File: config.mk
export PLATFORM = sky130hd
export DESIGN_NAME = project
export DESIGN_NICKNAME = d
export VERILOG_FILES = /design/src/rtl/project.sv
export SDC_FILE = /design/constraint.sdc
export NUM_CORES = 1
export LEC_CHECK = 0
export BUFFER_PORTS_ARGS = -buffer_cell sky130_fd_sc_hd__buf_2
export CAP_MARGIN = 25
export CORE_ASPECT_RATIO = 0.75
export CORE_MARGIN = 2
export CORE_UTILIZATION = 35
export DETAILED_ROUTE_END_ITERATION = 6
export SETUP_SLACK_MARGIN = 0.05
export SLEW_MARGIN = 20
export SYNTH_ARGS = -nofsm -noshare
export SYNTH_HDL_FRONTEND = slang
export SYNTH_SLANG_ARGS = --single-unit
File: constraint.sdc
create_clock -name clk -period 4.9 [get_ports clk]
set_clock_uncertainty 0.1 [all_clocks]
set_input_delay 0.245 -clock clk [delete_from_list [all_inputs] [get_ports clk]]
set_output_delay 0.245 -clock clk [all_outputs]
set_load 0.005 [all_outputs]
File: src/rtl/project.sv
// project: 16-bit single-cycle CPU running a fixed ROM program. Its output port drives LEDs, a
// multiplexed 4-digit seven-segment display and, when PROJECT_UART_EN is defined, an 8N1 UART.

module project_regfile #(
  parameter int WORD_SIZE = 16
) (
  input  logic                 clk,
  input  logic                 rst,
  input  logic                 we,
  input  logic [2:0]           wa,
  input  logic [WORD_SIZE-1:0] wd,
  input  logic [2:0]           ra_s,
  input  logic [2:0]           ra_t,
  input  logic [2:0]           ra_d,
  output logic [WORD_SIZE-1:0] rs_val,
  output logic [WORD_SIZE-1:0] rt_val,
  output logic [WORD_SIZE-1:0] rd_val
);
  logic [WORD_SIZE-1:0] reg_file [0:7] = '{default: '0};

  always_ff @(posedge clk) begin
    if (rst) begin
      for (int i = 0; i < 8; i++) reg_file[i] <= '0;
    end else if (we) begin
      reg_file[wa] <= wd;
    end
  end

  assign rs_val = reg_file[ra_s];
  assign rt_val = reg_file[ra_t];
  assign rd_val = reg_file[ra_d];
endmodule

module project_datapath #(
  parameter int WORD_SIZE = 16
) (
  input  logic                 clk,
  input  logic                 rst,
  input  logic                 run,
  input  logic [15:0]          instr,
  input  logic [3:0]           bt,
  input  logic                 reg_we,
  input  logic                 is_jmp,
  input  logic                 is_bz,
  input  logic                 is_out,
  input  logic                 is_halt,
  output logic [7:0]           pc,
  output logic [WORD_SIZE-1:0] out_reg,
  output logic [WORD_SIZE-1:0] rs_val,
  output logic                 halted
);
  logic [7:0]           pc_r = '0;
  logic [WORD_SIZE-1:0] out_r = '0;
  logic                 halted_r = 1'b0;
  logic [WORD_SIZE-1:0] rt_val, rd_val, result, imm6_sx;
  logic [7:0]           pc_next;

  project_regfile #(.WORD_SIZE(WORD_SIZE)) registers (
    .clk    (clk),
    .rst    (rst),
    .we     (run & reg_we),
    .wa     (instr[11:9]),
    .wd     (result),
    .ra_s   (instr[8:6]),
    .ra_t   (instr[5:3]),
    .ra_d   (instr[11:9]),
    .rs_val (rs_val),
    .rt_val (rt_val),
    .rd_val (rd_val)
  );

  assign imm6_sx = {{(WORD_SIZE-6){instr[5]}}, instr[5:0]};

  always_comb begin
    result = '0;
    case (instr[15:12])
      4'h1:    result = rs_val + rt_val;
      4'h2:    result = rs_val - rt_val;
      4'h3:    result = rs_val & rt_val;
      4'h4:    result = rs_val | rt_val;
      4'h5:    result = rs_val ^ rt_val;
      4'h6:    result = rs_val << 1;
      4'h7:    result = rs_val >> 1;
      4'h8:    result = rs_val + imm6_sx;
      4'h9:    result = WORD_SIZE'(instr[8:0]);
      4'hD:    result = WORD_SIZE'(bt);
      default: result = '0;
    endcase
  end

  // Branch offset is sign-extended, but the 8-bit PC wraps, so a plain 8-bit add is exact.
  always_comb begin
    pc_next = pc_r + 8'd1;
    if (is_jmp)                       pc_next = instr[7:0];
    else if (is_bz && rd_val == '0)   pc_next = pc_r + 8'd1 + instr[7:0];
    else if (is_halt)                 pc_next = pc_r;
  end

  always_ff @(posedge clk) begin
    if (rst) begin
      pc_r     <= '0;
      out_r    <= '0;
      halted_r <= 1'b0;
    end else if (run) begin
      pc_r <= pc_next;
      if (is_out)  out_r    <= rs_val;
      if (is_halt) halted_r <= 1'b1;
    end
  end

  assign pc      = pc_r;
  assign out_reg = out_r;
  assign halted  = halted_r;
endmodule

module project_cpu #(
  parameter int WORD_SIZE = 16
) (
  input  logic                 clk,
  input  logic                 rst,
  input  logic                 pause,
  input  logic [3:0]           bt,
  output logic [WORD_SIZE-1:0] out_reg,
  output logic                 out_fire,
  output logic [WORD_SIZE-1:0] out_data,
  output logic                 halted
);
  logic [7:0]  pc;
  logic [15:0] instr;
  logic        run, reg_we, is_jmp, is_bz, is_out, is_halt;

  assign run = ~pause;

  always_comb begin
    case (pc)
      8'd0:    instr = 16'h9201;
      8'd1:    instr = 16'h9400;
      8'd2:    instr = 16'h1488;
      8'd3:    instr = 16'hC080;
      8'd4:    instr = 16'hA002;
      default: instr = 16'h0000;
    endcase
  end

  always_comb begin
    reg_we  = 1'b0;
    is_jmp  = 1'b0;
    is_bz   = 1'b0;
    is_out  = 1'b0;
    is_halt = 1'b0;
    case (instr[15:12])
      4'h1, 4'h2, 4'h3, 4'h4, 4'h5,
      4'h6, 4'h7, 4'h8, 4'h9, 4'hD: reg_we = 1'b1;
      4'hA:    is_jmp  = 1'b1;
      4'hB:    is_bz   = 1'b1;
      4'hC:    is_out  = 1'b1;
      4'hE:    is_halt = 1'b1;
      default: ;
    endcase
  end

  project_datapath #(.WORD_SIZE(WORD_SIZE)) datapath (
    .clk     (clk),
    .rst     (rst),
    .run     (run),
    .instr   (instr),
    .bt      (bt),
    .reg_we  (reg_we),
    .is_jmp  (is_jmp),
    .is_bz   (is_bz),
    .is_out  (is_out),
    .is_halt (is_halt),
    .pc      (pc),
    .out_reg (out_reg),
    .rs_val  (out_data),
    .halted  (halted)
  );

  assign out_fire = run & is_out;
endmodule

module project_uart_tx #(
  parameter int CLKS_PER_BIT = 434
) (
  input  logic       clk,
  input  logic       rst,
  input  logic       start,
  input  logic [7:0] data,
  output logic       tx
);
  localparam int CNT_W = $clog2(CLKS_PER_BIT);
  typedef enum logic [1:0] {IDLE, START, DATA, STOP} state_t;

  state_t           state = IDLE;
  state_t           state_next;
  logic [CNT_W-1:0] cnt   = '0;
  logic [2:0]       bitn  = '0;
  logic [7:0]       shreg = '0;
  logic             bit_done;

  assign bit_done = (cnt == CNT_W'(CLKS_PER_BIT - 1));

  always_ff @(posedge clk) begin
    if (rst) state <= IDLE;
    else     state <= state_next;
  end

  // A start request outside IDLE is simply ignored: the byte is dropped.
  always_comb begin
    state_next = state;
    case (state)
      IDLE:    if (start) state_next = START;
      START:   if (bit_done) state_next = DATA;
      DATA:    if (bit_done && bitn == 3'd7) state_next = STOP;
      STOP:    if (bit_done) state_next = IDLE;
      default: state_next = IDLE;
    endcase
  end

  always_ff @(posedge clk) begin
    if (rst) begin
      cnt   <= '0;
      bitn  <= '0;
      shreg <= '0;
    end else if (state == IDLE) begin
      cnt  <= '0;
      bitn <= '0;
      if (start) shreg <= data;
    end else if (bit_done) begin
      cnt <= '0;
      if (state == DATA) begin
        shreg <= shreg >> 1;
        bitn  <= bitn + 3'd1;
      end
    end else begin
      cnt <= cnt + CNT_W'(1);
    end
  end

  always_comb begin
    tx = 1'b1;
    case (state)
      START:   tx = 1'b0;
      DATA:    tx = shreg[0];
      default: tx = 1'b1;
    endcase
  end
endmodule

module project_hex7 (
  input  logic [3:0] nib,
  output logic [6:0] seg
);
  // Active-low {g,f,e,d,c,b,a}.
  always_comb begin
    case (nib)
      4'h0:    seg = 7'h40;
      4'h1:    seg = 7'h79;
      4'h2:    seg = 7'h24;
      4'h3:    seg = 7'h30;
      4'h4:    seg = 7'h19;
      4'h5:    seg = 7'h12;
      4'h6:    seg = 7'h02;
      4'h7:    seg = 7'h78;
      4'h8:    seg = 7'h00;
      4'h9:    seg = 7'h10;
      4'hA:    seg = 7'h08;
      4'hB:    seg = 7'h03;
      4'hC:    seg = 7'h46;
      4'hD:    seg = 7'h21;
      4'hE:    seg = 7'h06;
      default: seg = 7'h0E;
    endcase
  end
endmodule

module project_display #(
  parameter int REFRESH_BITS = 16
) (
  input  logic        clk,
  input  logic        rst,
  input  logic [15:0] value,
  output logic [7:0]  seg,
  output logic [3:0]  dig
);
  logic [REFRESH_BITS+1:0] scan = '0;
  logic [1:0]              sel;
  logic [3:0][3:0]         nib;
  logic [3:0][6:0]         glyph;

  always_ff @(posedge clk) begin
    if (rst) scan <= '0;
    else     scan <= scan + (REFRESH_BITS+2)'(1);
  end

  assign sel = scan[REFRESH_BITS+1 -: 2];
  assign nib = value;

  project_hex7 u_hex [3:0] (.nib(nib), .seg(glyph));

  assign seg = {1'b1, glyph[sel]};
  assign dig = ~(4'b0001 << sel);
endmodule

module project #(
  parameter int WORD_SIZE    = 16,
  parameter int CLKS_PER_BIT = 434,
  parameter int REFRESH_BITS = 16
) (
  output logic [3:0] led,
  output logic [7:0] seg,
  output logic [3:0] dig,
  input  logic [3:0] bt,
  input  logic       clk,
  input  logic       rx,
  output logic       tx
);
  logic                 rst;
  logic [WORD_SIZE-1:0] out_reg, out_data;
  logic                 out_fire, halted;

  assign rst = bt[0];

  project_cpu #(.WORD_SIZE(WORD_SIZE)) cpu (
    .clk      (clk),
    .rst      (rst),
    .pause    (bt[1]),
    .bt       (bt),
    .out_reg  (out_reg),
    .out_fire (out_fire),
    .out_data (out_data),
    .halted   (halted)
  );

  assign led = out_reg[3:0];

  project_display #(.REFRESH_BITS(REFRESH_BITS)) display (
    .clk   (clk),
    .rst   (rst),
    .value (out_reg[15:0]),
    .seg   (seg),
    .dig   (dig)
  );

`ifdef PROJECT_UART_EN
  project_uart_tx #(.CLKS_PER_BIT(CLKS_PER_BIT)) uart (
    .clk   (clk),
    .rst   (rst),
    .start (out_fire),
    .data  (out_data[7:0]),
    .tx    (tx)
  );
`else
  assign tx = 1'b1;
`endif

  // rx and halted have no consumer; the UART-less build also leaves the OUT data unused.
  logic unused_ok;
  assign unused_ok = ^{rx, out_data, out_fire, halted, CLKS_PER_BIT[0]};
endmodule

* Word-level counts from Yosys, hierarchy flattened
Memory sizes are Yosys's and may differ from the RTL's. A register that Yosys moved wholly into a read port is not among the register bits.
Index checks and enable logic that the tools add are counted.
** Cells by class
- Eq/ne operators :: 19
- Order comparisons :: 1
- Reduce and logical (&&, ||, !) cells :: 7
- Add/subtract/negate cells :: 6
- Multiplexer cells :: 28
- Bitwise gates (word level) :: 6
- Shift operators :: 1
** Operators by type and width (number)
- $pmux 16 s10 :: 1
- $pmux 16 s5 :: 1
- $add 16x16->16 :: 2
- $mux 4 :: 8
- $eq 4x4->1 const B :: 7
- $mux 8 :: 3
- $add 18x1->18 const B :: 1
- $and 16x16->16 :: 1
- $eq 4x3->1 const B :: 4
- $eq 8x2->1 const B :: 2
- $logic_not 16->1 :: 1
- $mux 16 :: 1
- $or 16x16->16 :: 1
- $reduce_or 16->1 :: 1
- $sub 16x16->16 :: 1
- $xor 16x16->16 :: 1
- $bmux 7 s2 :: 1
- $mux 1 :: 11
- $reduce_or 10->1 :: 1
- $add 8x1->8 const B :: 1
- $add 8x8->8 :: 1
- $eq 4x2->1 const B :: 2
- $eq 8x1->1 const B :: 1
- $eq 8x3->1 const B :: 1
- other kinds (12) :: 13
** Word-level totals
- Output and inout bits :: 17
- Bits in registers :: 42
- Logic and storage cells :: 76
- Memory bits (read-only) :: 448
- Memories kept :: 5
- RAM bits :: 128
** Memories
- cpu.datapath.registers.reg_file :: words 8, width 16, read ports 3, clocked after Yosys merged registers in 0, wr ports 8, line 19 : logic [WORD_SIZE-1:0] reg_file [0:7] = '{default: '0};
- (name not given) :: words 16, width 7, read ports 1, clocked after Yosys merged registers in 1, wr ports 0, line 256 : case (nib)
- (name not given) :: words 16, width 7, read ports 1, clocked after Yosys merged registers in 1, wr ports 0, line 256
- (name not given) :: words 16, width 7, read ports 1, clocked after Yosys merged registers in 1, wr ports 0, line 256
- (name not given) :: words 16, width 7, read ports 1, clocked after Yosys merged registers in 1, wr ports 0, line 256

* Logic depth before layout (Yosys ltp)
Gate-level depths: netlist of the first run.
- Depth in word-level cells :: 11
- Depth in mapped cells :: 18

* Hierarchy
From an unflattened synthesis of the first run, not the netlist that was laid out.
** Unflattened totals
- Cell total of the unflattened synthesis :: 1265
- Area, all modules :: 14204.9 um^2
** By module, submodules not included
- project_regfile :: times used 1, seq. area each 3843.7 um^2, cells each 487, area an instance 8018.9 um^2
- project_datapath :: times used 1, seq. area each 500.5 um^2, cells each 526, area an instance 3863.7 um^2
- project_display :: times used 1, seq. area each 360.3 um^2, cells each 99, area an instance 1004.7 um^2
- project_hex7 (display.u_hex[0] ...) :: times used 3, seq. area each 0.0 um^2, cells each 32, area an instance 275.3 um^2
- project_hex7 (display.u_hex[1]) :: times used 1, seq. area each 0.0 um^2, cells each 31, area an instance 261.5 um^2
- project_cpu :: times used 1, seq. area each 0.0 um^2, cells each 24, area an instance 219.0 um^2
- project :: times used 1, seq. area each 0.0 um^2, cells each 2, area an instance 11.3 um^2

* Worst setup path after synthesis of the first run
OpenSTA, ideal clock, no wires.
- Path kind :: reg2reg
- From :: reg cpu.datapath.pc_r[2], in the netlist cpu.datapath.pc[2]
- To :: mem cpu.datapath.registers.reg_file[2][15] (data pin)
- Data arrival time :: 3.502 ns
- Stages on the path, launching flop included :: 15
- Path buffers :: 1
- Data required time :: 4.534 ns
- Path slack :: 1.032 ns
- Cell sequence :: dfxtp_1 > or4_4 > nor3_4 > o21ai_2 > buf_6 > mux2i_2 > inv_1 > ha_1 > or4_1 > o22ai_1 > o21ai_0 > a31o_2 > a31oi_1 > xnor2_1 > nor2_1
** RTL lines
- start: declaration :: line 52 : logic [7:0] pc_r = '0;
- start signal: assignment :: line 105 : pc_r <= pc_next;
- end: declaration :: line 19

==> results of run 1 <==
[stage by stage]
step	utilization, %	instances	area [um^2]	hold WS, ns
after floorplan	-	649	6480	0.313
after global placement	38.1	885	6740	0.322
after detailed placement	38.1	885	6740	0.336
after CTS	41.1	917	7280	0.123
after global routing	41.1	917	7280	0.153
final	41.1	917	7280	0.125
[worst register-to-register path, delay by kind of cell (launching register included)]
kind                     cells  cell delay, ns
flip-flops                   1            0.42
multiplexers                 1            0.36
adder cells (fa/ha/maj)      2            0.68
buffers and inverters        3            0.55
AO/OA/AOI/OAI                4            1.48
XOR/XNOR                     1            0.19
AND/OR/NAND/NOR              3            0.37
[metal layers]
layer	up-vias	GRT usage, %	share of wire [%]
li1	2241	-	-
met1	2176	19.2	46
met2	104	24.7	46
met3	25	4.70	5.5
met4	0	5.35	1.6
met5	-	0	0
[cell families (layout without fill, tap and decap cells)]
group	Yosys count	count (layout)	share of synthesized area, %
mux	39	39	8.39
xor+xnor	27	27	3.71
buf+inv	76	102	5.58
compound gates	133	133	15.2
other cells	2	31	0.118
simple gates	180	180	13.4
fa+ha+maj	45	45	8.96
flops	118	118	44.6
[power groups by stage]
| stage | sequential, W | combinational [W] | clock, W |
|---|---|---|---|
| after floorplan | 0.00109 | 0.000288 | 0 |
| after global placement | 0.00110 | 0.000353 | 0 |
| after detailed placement | 0.00110 | 0.000362 | 0 |
| after CTS | 0.00108 | 0.000366 | 0.00116 |
| after global routing | 0.00108 | 0.000409 | 0.00122 |
| final | 0.00108 | 0.000367 | 0.00114 |
[path summary, 6_finish.rpt]
kind                                         from                                                   end  slack [ns]  cells past startpoint
hold reg to reg        display.scan[0]$_SDFF_PP0_                            display.scan[0]$_SDFF_PP0_        0.35                      1
setup / recovery  cpu.datapath.pc[0]$_SDFFE_PP0P_  cpu.datapath.registers.reg_file[2][12]$_SDFFCE_PN0P_        0.46                     14
hold / removal                              bt[1]                       cpu.datapath.pc[1]$_SDFFE_PP0P_        0.13                      2
setup reg to reg  cpu.datapath.pc[0]$_SDFFE_PP0P_  cpu.datapath.registers.reg_file[2][12]$_SDFFCE_PN0P_        0.46                     14
[area by class of cell]
cell class	count	area [um^2]	share of cell area [%]
Clock inverter	12	71.3	0.980
Timing Repair Buffer	26	148	2.03
Tap cell	242	303	4.16
Clock buffer	20	468	6.43
Multi-Input combinational cell	455	3280	45.1
Inverter	44	168	2.30
Sequential cell	118	2840	39.0
[cell usage in the layout (no fill, tap or decap), types with 5 or more instances in the layout]
master | Yosys | routed
a21oi_1 | 25 | 25
mux2i_2 | 7 | 7
a211o_1 | 8 | 8
inv_4 | 0 | 6
mux2i_1 | 10 | 10
mux2_2 | 14 | 14
o21ai_0 | 18 | 18
inv_1 | 32 | 32
dfxtp_1 | 70 | 70
a22o_1 | 12 | 12
xor2_1 | 17 | 17
o21a_1 | 5 | 5
nand3_1 | 8 | 8
mux4_2 | 7 | 7
nor2_1 | 80 | 80
nand2b_1 | 7 | 7
and3_1 | 10 | 10
ha_1 | 44 | 44
nand2_1 | 37 | 37
a211oi_1 | 10 | 10
nor2b_1 | 5 | 5
a31oi_1 | 9 | 9
conb_1 | 2 | 31
buf_4 | 12 | 7
clkinv_2 | 2 | 7
nand4_1 | 5 | 5
edfxtp_1 | 48 | 48
clkbuf_16 | 0 | 18
buf_2 | 0 | 19
inv_2 | 10 | 10
xnor2_1 | 10 | 10
o21ai_1 | 12 | 12
a21o_1 | 5 | 5
==> run_results.csv, run 1 <==
group,metric,value,unit
synthesis,synth_cells,620,
detailed_routing,drt_wl_total,13.8,mm
final_layout,layout-drive-gt1-share,18.1,%
clocking,clkSinkCount,118,
final_layout,nNetsFinal,713,
timing,final_hold_viol_count,0,
power_and_ir_drop,finalPower,0.00259,W
synthesis,synth_warnings,0,
final_layout,fill_cells,1721,
final_layout,largest_reg_flops,48,
grt,overflow,0,
timing,worst_slack,0.461,ns
timing,setup_tns,0,ns
synthesis,synth-seq-area-share,44.6,%
critical_path,crit_family,"compound AO/OA/AOI/OAI gates",
detailed_routing,viasPerCell,4.96,
placed_design,routabilityCongestion,0.857,
die,core,0.0177,mm^2
synthesis,synth_cell_types,64,
critical_path,path_cells,"inv_1 -> ha_1 -> o21ai_2 -> buf_4 -> mux2i_1 -> inv_1 -> ha_1 -> and3_1 -> a21oi_1 -> nand3_1 -> a31oi_1 -> o21ai_0 -> xnor2_1 -> nor2_1",
timing,setup_viol,0,
critical_path,crit_fanout,9,
die,die_w,160,um
grt,grt_pass1_wl,22.7,mm
critical_path,end_kind,"flop",
critical_path,critical_path_class,"flop to flop",
die,dieArea,0.0193,mm^2
placed_design,dp_slack,0.572,ns
timing,layout_worst_path_cycle_share,90.6,%
clocking,htree_levels,4,
power_and_ir_drop,switchingPower,0.000686,W
worst_hold_path,hp-class,"primary input to flop",
grt,grt_max_degree,36,
die,die_y,121,um
grt,antenna_found_initial,0,
placed_design,io_buffers,19,
critical_path,worst_setup_path_start_kind,"flop",
clocking,root_buffer,"clkbuf_16",
status,status,"completed",
detailed_routing,drt_iter0_markers,297,
clocking,hold_buffers,0,
synthesis,synthFlopType,"dfxtp_1",
clocking,cts_setup_buffers,0,
synthesis,synth.top_cells.by_area,"edfxtp_1, dfxtp_1, ha_1",
final_layout,syn_to_final_growth,14.3,%
critical_path,crit_buf_inv,3,
clocking,insertion_delay,0.43,ns
run,maxCapViolCount,0,
timing,rsz0062_at_grt,"no",
power_and_ir_drop,clockPowerShare,44.1,%
grt,track_usage,15.2,%
detailed_routing,wl_per_cell,15.1,um
synthesis,async_flop_share,0,%
timing,worst_pin_slew,0.954,ns
power_and_ir_drop,worst_ir_drop_vdd,0.216,mV
die,start_util,36.0,%
die,rows,42,
clocking,cts_buffers,17,
critical_path,slowest_delay,0.65,ns
final_layout,num_antenna_cells,0,
power_and_ir_drop,seqPwrFrac,41.7,%
critical_path,crit_arrival,4.49,ns
final_layout,regMostFlops,"cpu.datapath.registers.reg_file",
critical_path,slowest_stage,"o21ai_2",
power_and_ir_drop,power_density,356,mW/mm^2
synthesis,ys_top_cells_by_count,"nor2_1, dfxtp_1, edfxtp_1",
grt,grt_pass1_vias,4577,
detailed_routing,firstDrtPassIters,5,
die,io_pins,23,
timing,drv_slew,0,
power_and_ir_drop,switching_share,26.5,%
synthesis,synth_top_area_cell,"edfxtp_1",
synthesis,synth_edf_count,48,
clocking,clkSlewWorstSetupHoldPaths,0.06,ns
power_and_ir_drop,intPower,0.00190,W
synthesis,syn_avg_cell_area,10.3,um^2
clocking,cts.path.max_buffers,2,
detailed_routing,drc_errors,0,
clocking,cts_resized,0,
detailed_routing,vias,4546,
detailed_routing,ant_nets,0,
placed_design,hpwlAfterDp,9.97,mm
timing,fmaxAchievable,0.225,GHz
synthesis,syn_area,0.00637,mm^2
critical_path,cp.required,4.95,ns
synthesis,yosysMostFrequentCell,"nor2_1",
timing,relSlewSlack,36.4,%
clocking,cts_tree,"yes",
synthesis,yosys_register_bits,118,
power_and_ir_drop,cellLeakagePower,3.03,nW
timing,fin_crit,4.44,ns
synthesis,synth_top_area_share,22.6,%
power_and_ir_drop,comb_power_share,14.2,%
(Power assumes the default switching activity.)
==> run 2, diff against run 1 <==
- REMOVE_ABC_BUFFERS: default -> 1
- SKIP_CTS_REPAIR_TIMING: default -> 1
==> run 2 against run 1 <==
  * Fmax decreased by 0.59%
  * Design area increased by 0.91%
  * Cell count unchanged
  * Total power increased by 3.9%
  * Largest power group unchanged
  * Highest routed layer unchanged
==> run_results.csv, run 2 (synthesis results as in run 1) <==
group,metric,value,unit
status,status,"completed",
critical_path,reg2reg_slack,0.43,ns
die,die_y,121,um
clocking,cts_buffers,17,
detailed_routing,drc_errors,0,
power_and_ir_drop,comb_power_share,13.6,%
final_layout,nNetsFinal,714,
grt,overflow,0,
clocking,clkSlewWorstSetupHoldPaths,0.05,ns
final_layout,regArea,0.00284,mm^2
timing,drv_slew,0,
die,die_w,160,um
final_layout,layout-drive-gt1-share,18.1,%
grt,antenna_found_initial,0,
timing,worst_pin_slew,0.963,ns
critical_path,critical_path_class,"flop to flop",
power_and_ir_drop,power_density,366,mW/mm^2
power_and_ir_drop,intPower,0.00202,W
placed_design,hpwlAfterDp,9.36,mm
final_layout,final_common_cell,"nor2_1",
power_and_ir_drop,worst_ir_drop_vdd,0.245,mV
critical_path,slowest_stage,"or4_4",
clocking,cts.path.max_buffers,2,
placed_design,routabilityCongestion,0.829,
die,io_pins,23,
timing,fmaxAchievable,0.224,GHz
critical_path,cp.required,4.95,ns
detailed_routing,wl_per_cell,14.5,um
clocking,clkSinkCount,118,
critical_path,crit_family,"simple AND/OR/NAND/NOR gates",
placed_design,io_buffers,19,
final_layout,final_area,0.00735,mm^2
final_layout,multi_input_area,0.00328,mm^2
timing,relSlewSlack,35.8,%
power_and_ir_drop,cellLeakagePower,3.06,nW
final_layout,num_antenna_cells,0,
detailed_routing,vias,4479,
clocking,htree_levels,4,
critical_path,crit_buf_inv,1,
timing,setup_tns,0,ns
die,core,0.0177,mm^2
timing,rsz0062_at_grt,"no",
critical_path,worst_setup_path_start_kind,"flop",
detailed_routing,firstDrtPassIters,4,
power_and_ir_drop,finalPower,0.00269,W
clocking,cts_tree,"yes",
power_and_ir_drop,clockPowerShare,46.2,%
final_layout,largest_reg_flops,48,
timing,layout_worst_path_cycle_share,91.1,%
final_layout,syn_to_final_growth,15.3,%
detailed_routing,drt_iter0_markers,296,
power_and_ir_drop,switching_share,24.7,%
detailed_routing,viasPerCell,4.88,
critical_path,path_cells,"or4_4 -> nor3_4 -> nand2_1 -> mux2_2 -> ha_1 -> inv_1 -> fa_1 -> nor2b_1 -> o31a_1 -> o2111ai_1 -> nand3_1 -> a31oi_1 -> o21ai_0 -> xnor2_1 -> nor2_1",
die,start_util,36.0,%
placed_design,dp_slack,0.507,ns
final_layout,regMostFlops,"cpu.datapath.registers.reg_file",
grt,grt_pass1_vias,4379,
timing,fin_crit,4.47,ns
run,maxCapViolCount,0,
final_layout,mostFrequentLayoutCells,"nor2_1, dfxtp_1, edfxtp_1, ha_1, nand2_1",
critical_path,crit_arrival,4.51,ns
grt,track_usage,14.7,%
timing,setup_viol,0,
die,dieArea,0.0193,mm^2
power_and_ir_drop,switchingPower,0.000665,W
critical_path,crit_fanout,10,
clocking,root_buffer,"clkbuf_16",
grt,grt_pass1_wl,22.1,mm
final_layout,fill_cells,1692,
timing,worst_slack,0.434,ns
critical_path,slowest_delay,0.57,ns
grt,grt_max_degree,27,
detailed_routing,ant_nets,0,
detailed_routing,drt_wl_total,13.3,mm
timing,final_hold_viol_count,0,
worst_hold_path,hp-class,"primary input to flop",
die,rows,42,
clocking,insertion_delay,0.42,ns
placed_design,placed_area,0.00675,mm^2
power_and_ir_drop,seqPwrFrac,40.1,%
critical_path,end_kind,"flop",
[run 2: changes by cell type in the layout (fill, tap and decap cells not counted)]
cell       change
bufinv_16      +1
buf_4          +1
inv_4          -6
clkbuf_16      +1
clkbuf_8       +3
[run 2: worst register-to-register path: stages, from the launching register on]
cell,delay [ns]
dfxtp_1,0.36
or4_4,0.57
nor3_4,0.27
nand2_1,0.41
mux2_2,0.41
ha_1,0.21
inv_1,0.07
fa_1,0.21
nor2b_1,0.07
o31a_1,0.27
o2111ai_1,0.21
nand3_1,0.11
a31oi_1,0.45
o21ai_0,0.24
xnor2_1,0.19
nor2_1,0.05
[run 2: final timing paths]
check / startpoint / endpoint / cells after the start
max: cpu.datapath.pc[2]$_SDFFE_PP0P_ / cpu.datapath.registers.reg_file[2][12]$_SDFFCE_PN0P_ / 15
min: bt[1] / cpu.datapath.pc[1]$_SDFFE_PP0P_ / 2
max reg2reg: cpu.datapath.pc[2]$_SDFFE_PP0P_ / cpu.datapath.registers.reg_file[2][12]$_SDFFCE_PN0P_ / 15
min reg2reg: display.scan[0]$_SDFF_PP0_ / display.scan[0]$_SDFF_PP0_ / 1
[run 2: final cells by class]
| class | count | area share (%) |
|---|---|---|
| Inverter | 44 | 2.28 |
| Clock inverter | 7 | 0.869 |
| Multi-Input combinational cell | 455 | 44.7 |
| Clock buffer | 24 | 7.27 |
| Timing Repair Buffer | 27 | 2.11 |
| Tap cell | 242 | 4.12 |
| Sequential cell | 118 | 38.7 |
[run 2: power by group through the flow]
| stage | clock, W | combinational, W | sequential (W) |
|---|---|---|---|
| 3_3_place_gp | 0 | 0.000356 | 0.00110 |
| 6_report | 0.00124 | 0.000367 | 0.00108 |
| 3_5_place_dp | 0 | 0.000364 | 0.00110 |
| 2_1_floorplan | 0 | 0.000273 | 0.00109 |
| 4_1_cts | 0.00127 | 0.000368 | 0.00108 |
| 5_1_grt | 0.00130 | 0.000411 | 0.00108 |
[run 2: through the flow]
stage / utilization, % / hold WS [ns] / cells
2_1_floorplan: - / 0.212 / 617
3_3_place_gp: 38.1 / 0.323 / 886
3_5_place_dp: 38.1 / 0.342 / 886
4_1_cts: 41.5 / 0.123 / 917
5_1_grt: 41.5 / 0.173 / 917
6_report: 41.5 / 0.163 / 917
[run 2: per-layer routing]
| layer | vias to the layer above | share of wire (%) | track usage, % | wire length (um) |
|---|---|---|---|---|
| met4 | 0 | 2.3 | 7.71 | 307 |
| met3 | 22 | 2.7 | 3.12 | 364 |
| met5 | - | 0 | 0 | 0 |
| li1 | 2251 | - | - | - |
| met1 | 2134 | 50 | 19.1 | 6690 |
| met2 | 72 | 45 | 23.1 | 5980 |
==> run 3, diff against run 2 <==
- SYNTH_HIERARCHICAL: default -> 1
==> run 3 against run 2 <==
  * The run now ends with slew limit, setup timing left
  * Via count grew to 2.6 times the previous value
  * Combinational power increased to 5.9 times the previous value
  * Clock power is 13% higher
  * Fmax is 16% lower
  * Utilization is 1.4 points higher
  * Synthesized cell count increased by 100%
  * Global-route usage up 5.4 points
  * Hold slack improved by 0.028 ns
  * Die area rose by 120%
  * Sequential cell count rose by 52
  * Routed wire length rose to 3.2 times the previous value
  * Critical path type unchanged
  * Largest power group is now combinational cells
==> run_results.csv, run 3 <==
group,metric,value,unit
power_and_ir_drop,power_density,306,mW/mm^2
timing,final_hold_viol_count,0,
clocking,cts_buffers,17,
clocking,insertion_delay,0.46,ns
placed_design,io_buffers,19,
worst_hold_path,hp-class,"primary input to flop",
worst_hold_path,worstHoldEndpoint,"cpu/datapath/out_reg[7]$_SDFFE_PP0P_",
timing,drv_slew,70,
grt,overflow,0,
critical_path,slowest_delay,0.55,ns
die,io_pins,23,
critical_path,slowest_stage,"or4_4",
clocking,clkSlewWorstSetupHoldPaths,0.07,ns
timing,fin_crit,5.33,ns
final_layout,layout-drive-gt1-share,31.0,%
placed_design,hpwlAfterDp,29.5,mm
grt,grt_max_degree,38,
power_and_ir_drop,worst_ir_drop_vdd,0.303,mV
timing,worst_pin_slew,1.85,ns
clocking,clkSinkCount,170,
critical_path,worst_setup_path_start_kind,"flop",
clocking,root_buffer,"clkbuf_16",
synthesis,syn_area,0.0142,mm^2
grt,antenna_found_initial,0,
detailed_routing,vias,11500,
critical_path,r2r-start,"cpu/datapath/pc[5]$_SDFFE_PP0P_",
grt,grt_pass1_vias,10900,
worst_hold_path,whs_path_depth,2,
power_and_ir_drop,finalPower,0.00521,W
die,start_util,35.6,%
critical_path,critical_path_class,"flop to flop",
detailed_routing,drc_errors,0,
status,violations,"slew limit, setup timing",
grt,track_usage,20.1,%
synthesis,synth_cells,1261,
critical_path,crit_arrival,5.52,ns
final_layout,final_area,0.0170,mm^2
run,maxCapViolCount,0,
clocking,cts.path.max_buffers,2,
final_layout,num_antenna_cells,0,
worst_hold_path,min_from,"bt[0]",
detailed_routing,drt_iter0_markers,1093,
critical_path,cp.required,5.10,ns
timing,worst_slack,-0.426,ns
timing,fmaxAchievable,0.188,GHz
clocking,htree_levels,4,
die,core,0.0397,mm^2
critical_path,crit_buf_inv,6,
critical_path,reg2reg_to,"cpu/datapath/registers/reg_file[2][11]$_SDFFCE_PN0P_",
critical_path,crit_family,"simple AND/OR/NAND/NOR gates",
synthesis,syn_avg_cell_area,11.2,um^2
detailed_routing,drt_wl_total,42.7,mm
die,die_y,178,um
die,dieArea,0.0421,mm^2
final_layout,mostFrequentLayoutCells,"buf_4, edfxtp_1, nor3_1, mux4_1, ha_1",
placed_design,placed_area,0.0156,mm^2
timing,layout_worst_path_cycle_share,109,%
timing,setup_tns,-8.12,ns
final_layout,syn_to_final_growth,20.4,%
detailed_routing,firstDrtPassIters,5,
grt,grt_pass1_wl,64.5,mm
detailed_routing,wl_per_cell,22.1,um
timing,rsz0062_at_grt,"yes",
critical_path,end_kind,"flop",
timing,setup_viol,32,
final_layout,nNetsFinal,1497,
critical_path,path_cells,"or4_4 -> nor4_4 -> buf_6 -> mux4_2 -> mux2_4 -> inv_2 -> ha_4 -> inv_2 -> nor3_2 -> buf_4 -> nand2_1 -> nor3_1 -> o21ai_1 -> o311ai_2 -> ha_1 -> a21o_1 -> a21oi_2 -> nor2b_1 -> a311oi_2 -> buf_4 -> xor2_2 -> o211ai_1 -> inv_2 -> nor3_2",
clocking,cts_tree,"yes",
status,status,"complete, but fails checks",
critical_path,crit_top_cell,"inv_2",
final_layout,largest_reg_flops,128,
synthesis,synth_warnings,6,
critical_path,r2r.worst_path.cells,24,
die,die_w,236,um
detailed_routing,viasPerCell,5.92,
placed_design,routabilityCongestion,0.942,
timing,relSlewSlack,-23.2,%
critical_path,reg2reg_slack,-0.43,ns
critical_path,crit_fanout,6,
die,rows,63,
detailed_routing,ant_nets,0,
power_and_ir_drop,cellLeakagePower,6.40,nW
final_layout,final_common_cell,"buf_4",
[run 3: changes by cell type in the layout (fill, tap and decap cells not counted), sizes merged, moves of 28 or more]
cell	change
buf	+158
nor3	+142
mux4	+100
edfxtp	+80
nand2	+45
ha	+43
mux2	+37
a21oi	+33
inv	+32
dfxtp	-28
[run 3: metal layers]
layer	share of wire [%]	track usage (%)	routed length, um	vias up
li1	-	-	-	5197
met1	47	29.4	20000	5700
met2	43	29.5	18500	492
met3	7.7	4.47	3310	69
met4	2.1	5.85	880	2
met5	0.20	1.52	87	-
[run 3: how the worst max path moves through the flow]
stage,from,to,slack [ns],depth (start not counted)
2_1_floorplan,cpu/datapath/pc[2]$_SDFFE_PP0P_,cpu/datapath/registers/reg_file[2][13]$_SDFFCE_PN0P_,-2.78,20
3_3_place_gp,cpu/datapath/pc[3]$_SDFFE_PP0P_,cpu/datapath/registers/reg_file[2][13]$_SDFFCE_PN0P_,-0.52,24
3_5_place_dp,cpu/datapath/pc[3]$_SDFFE_PP0P_,cpu/datapath/registers/reg_file[2][13]$_SDFFCE_PN0P_,-0.67,24
4_1_cts,cpu/datapath/pc[3]$_SDFFE_PP0P_,cpu/datapath/registers/reg_file[2][13]$_SDFFCE_PN0P_,-0.76,24
5_1_grt,cpu/datapath/pc[5]$_SDFFE_PP0P_,cpu/datapath/registers/reg_file[2][11]$_SDFFCE_PN0P_,-0.58,22
6_report,cpu/datapath/pc[5]$_SDFFE_PP0P_,cpu/datapath/registers/reg_file[2][11]$_SDFFCE_PN0P_,-0.43,24
[run 3: report_power, final]
| part | switching, W | total, W | internal [W] |
|---|---|---|---|
| combinational | 0.00120 | 0.00215 | 0.000946 |
| sequential | 0.0000503 | 0.00167 | 0.00162 |
| clock | 0.000586 | 0.00140 | 0.000815 |
[run 3: final cells by class]
| type | count | area, um^2 |
|---|---|---|
| multi-input cells | 951 | 9380 |
| inverters | 77 | 302 |
| flip-flops and latches | 170 | 4690 |
| repair buffers | 185 | 1420 |
| well taps | 520 | 651 |
| clock inverters | 11 | 145 |
| clock buffers | 21 | 450 |
| fillers | 3685 | 22700 |
[run 3: stage by stage]
step	cells	setup WS (ns)	hold WS (ns)	util, %
2_1_floorplan	1198	-2.78	0.212	-
4_1_cts	1904	-0.762	0.147	40.7
5_1_grt	1935	-0.578	0.181	42.9
3_5_place_dp	1872	-0.668	0.377	39.2
6_report	1935	-0.426	0.191	42.9
3_3_place_gp	1872	-0.519	0.363	39.2
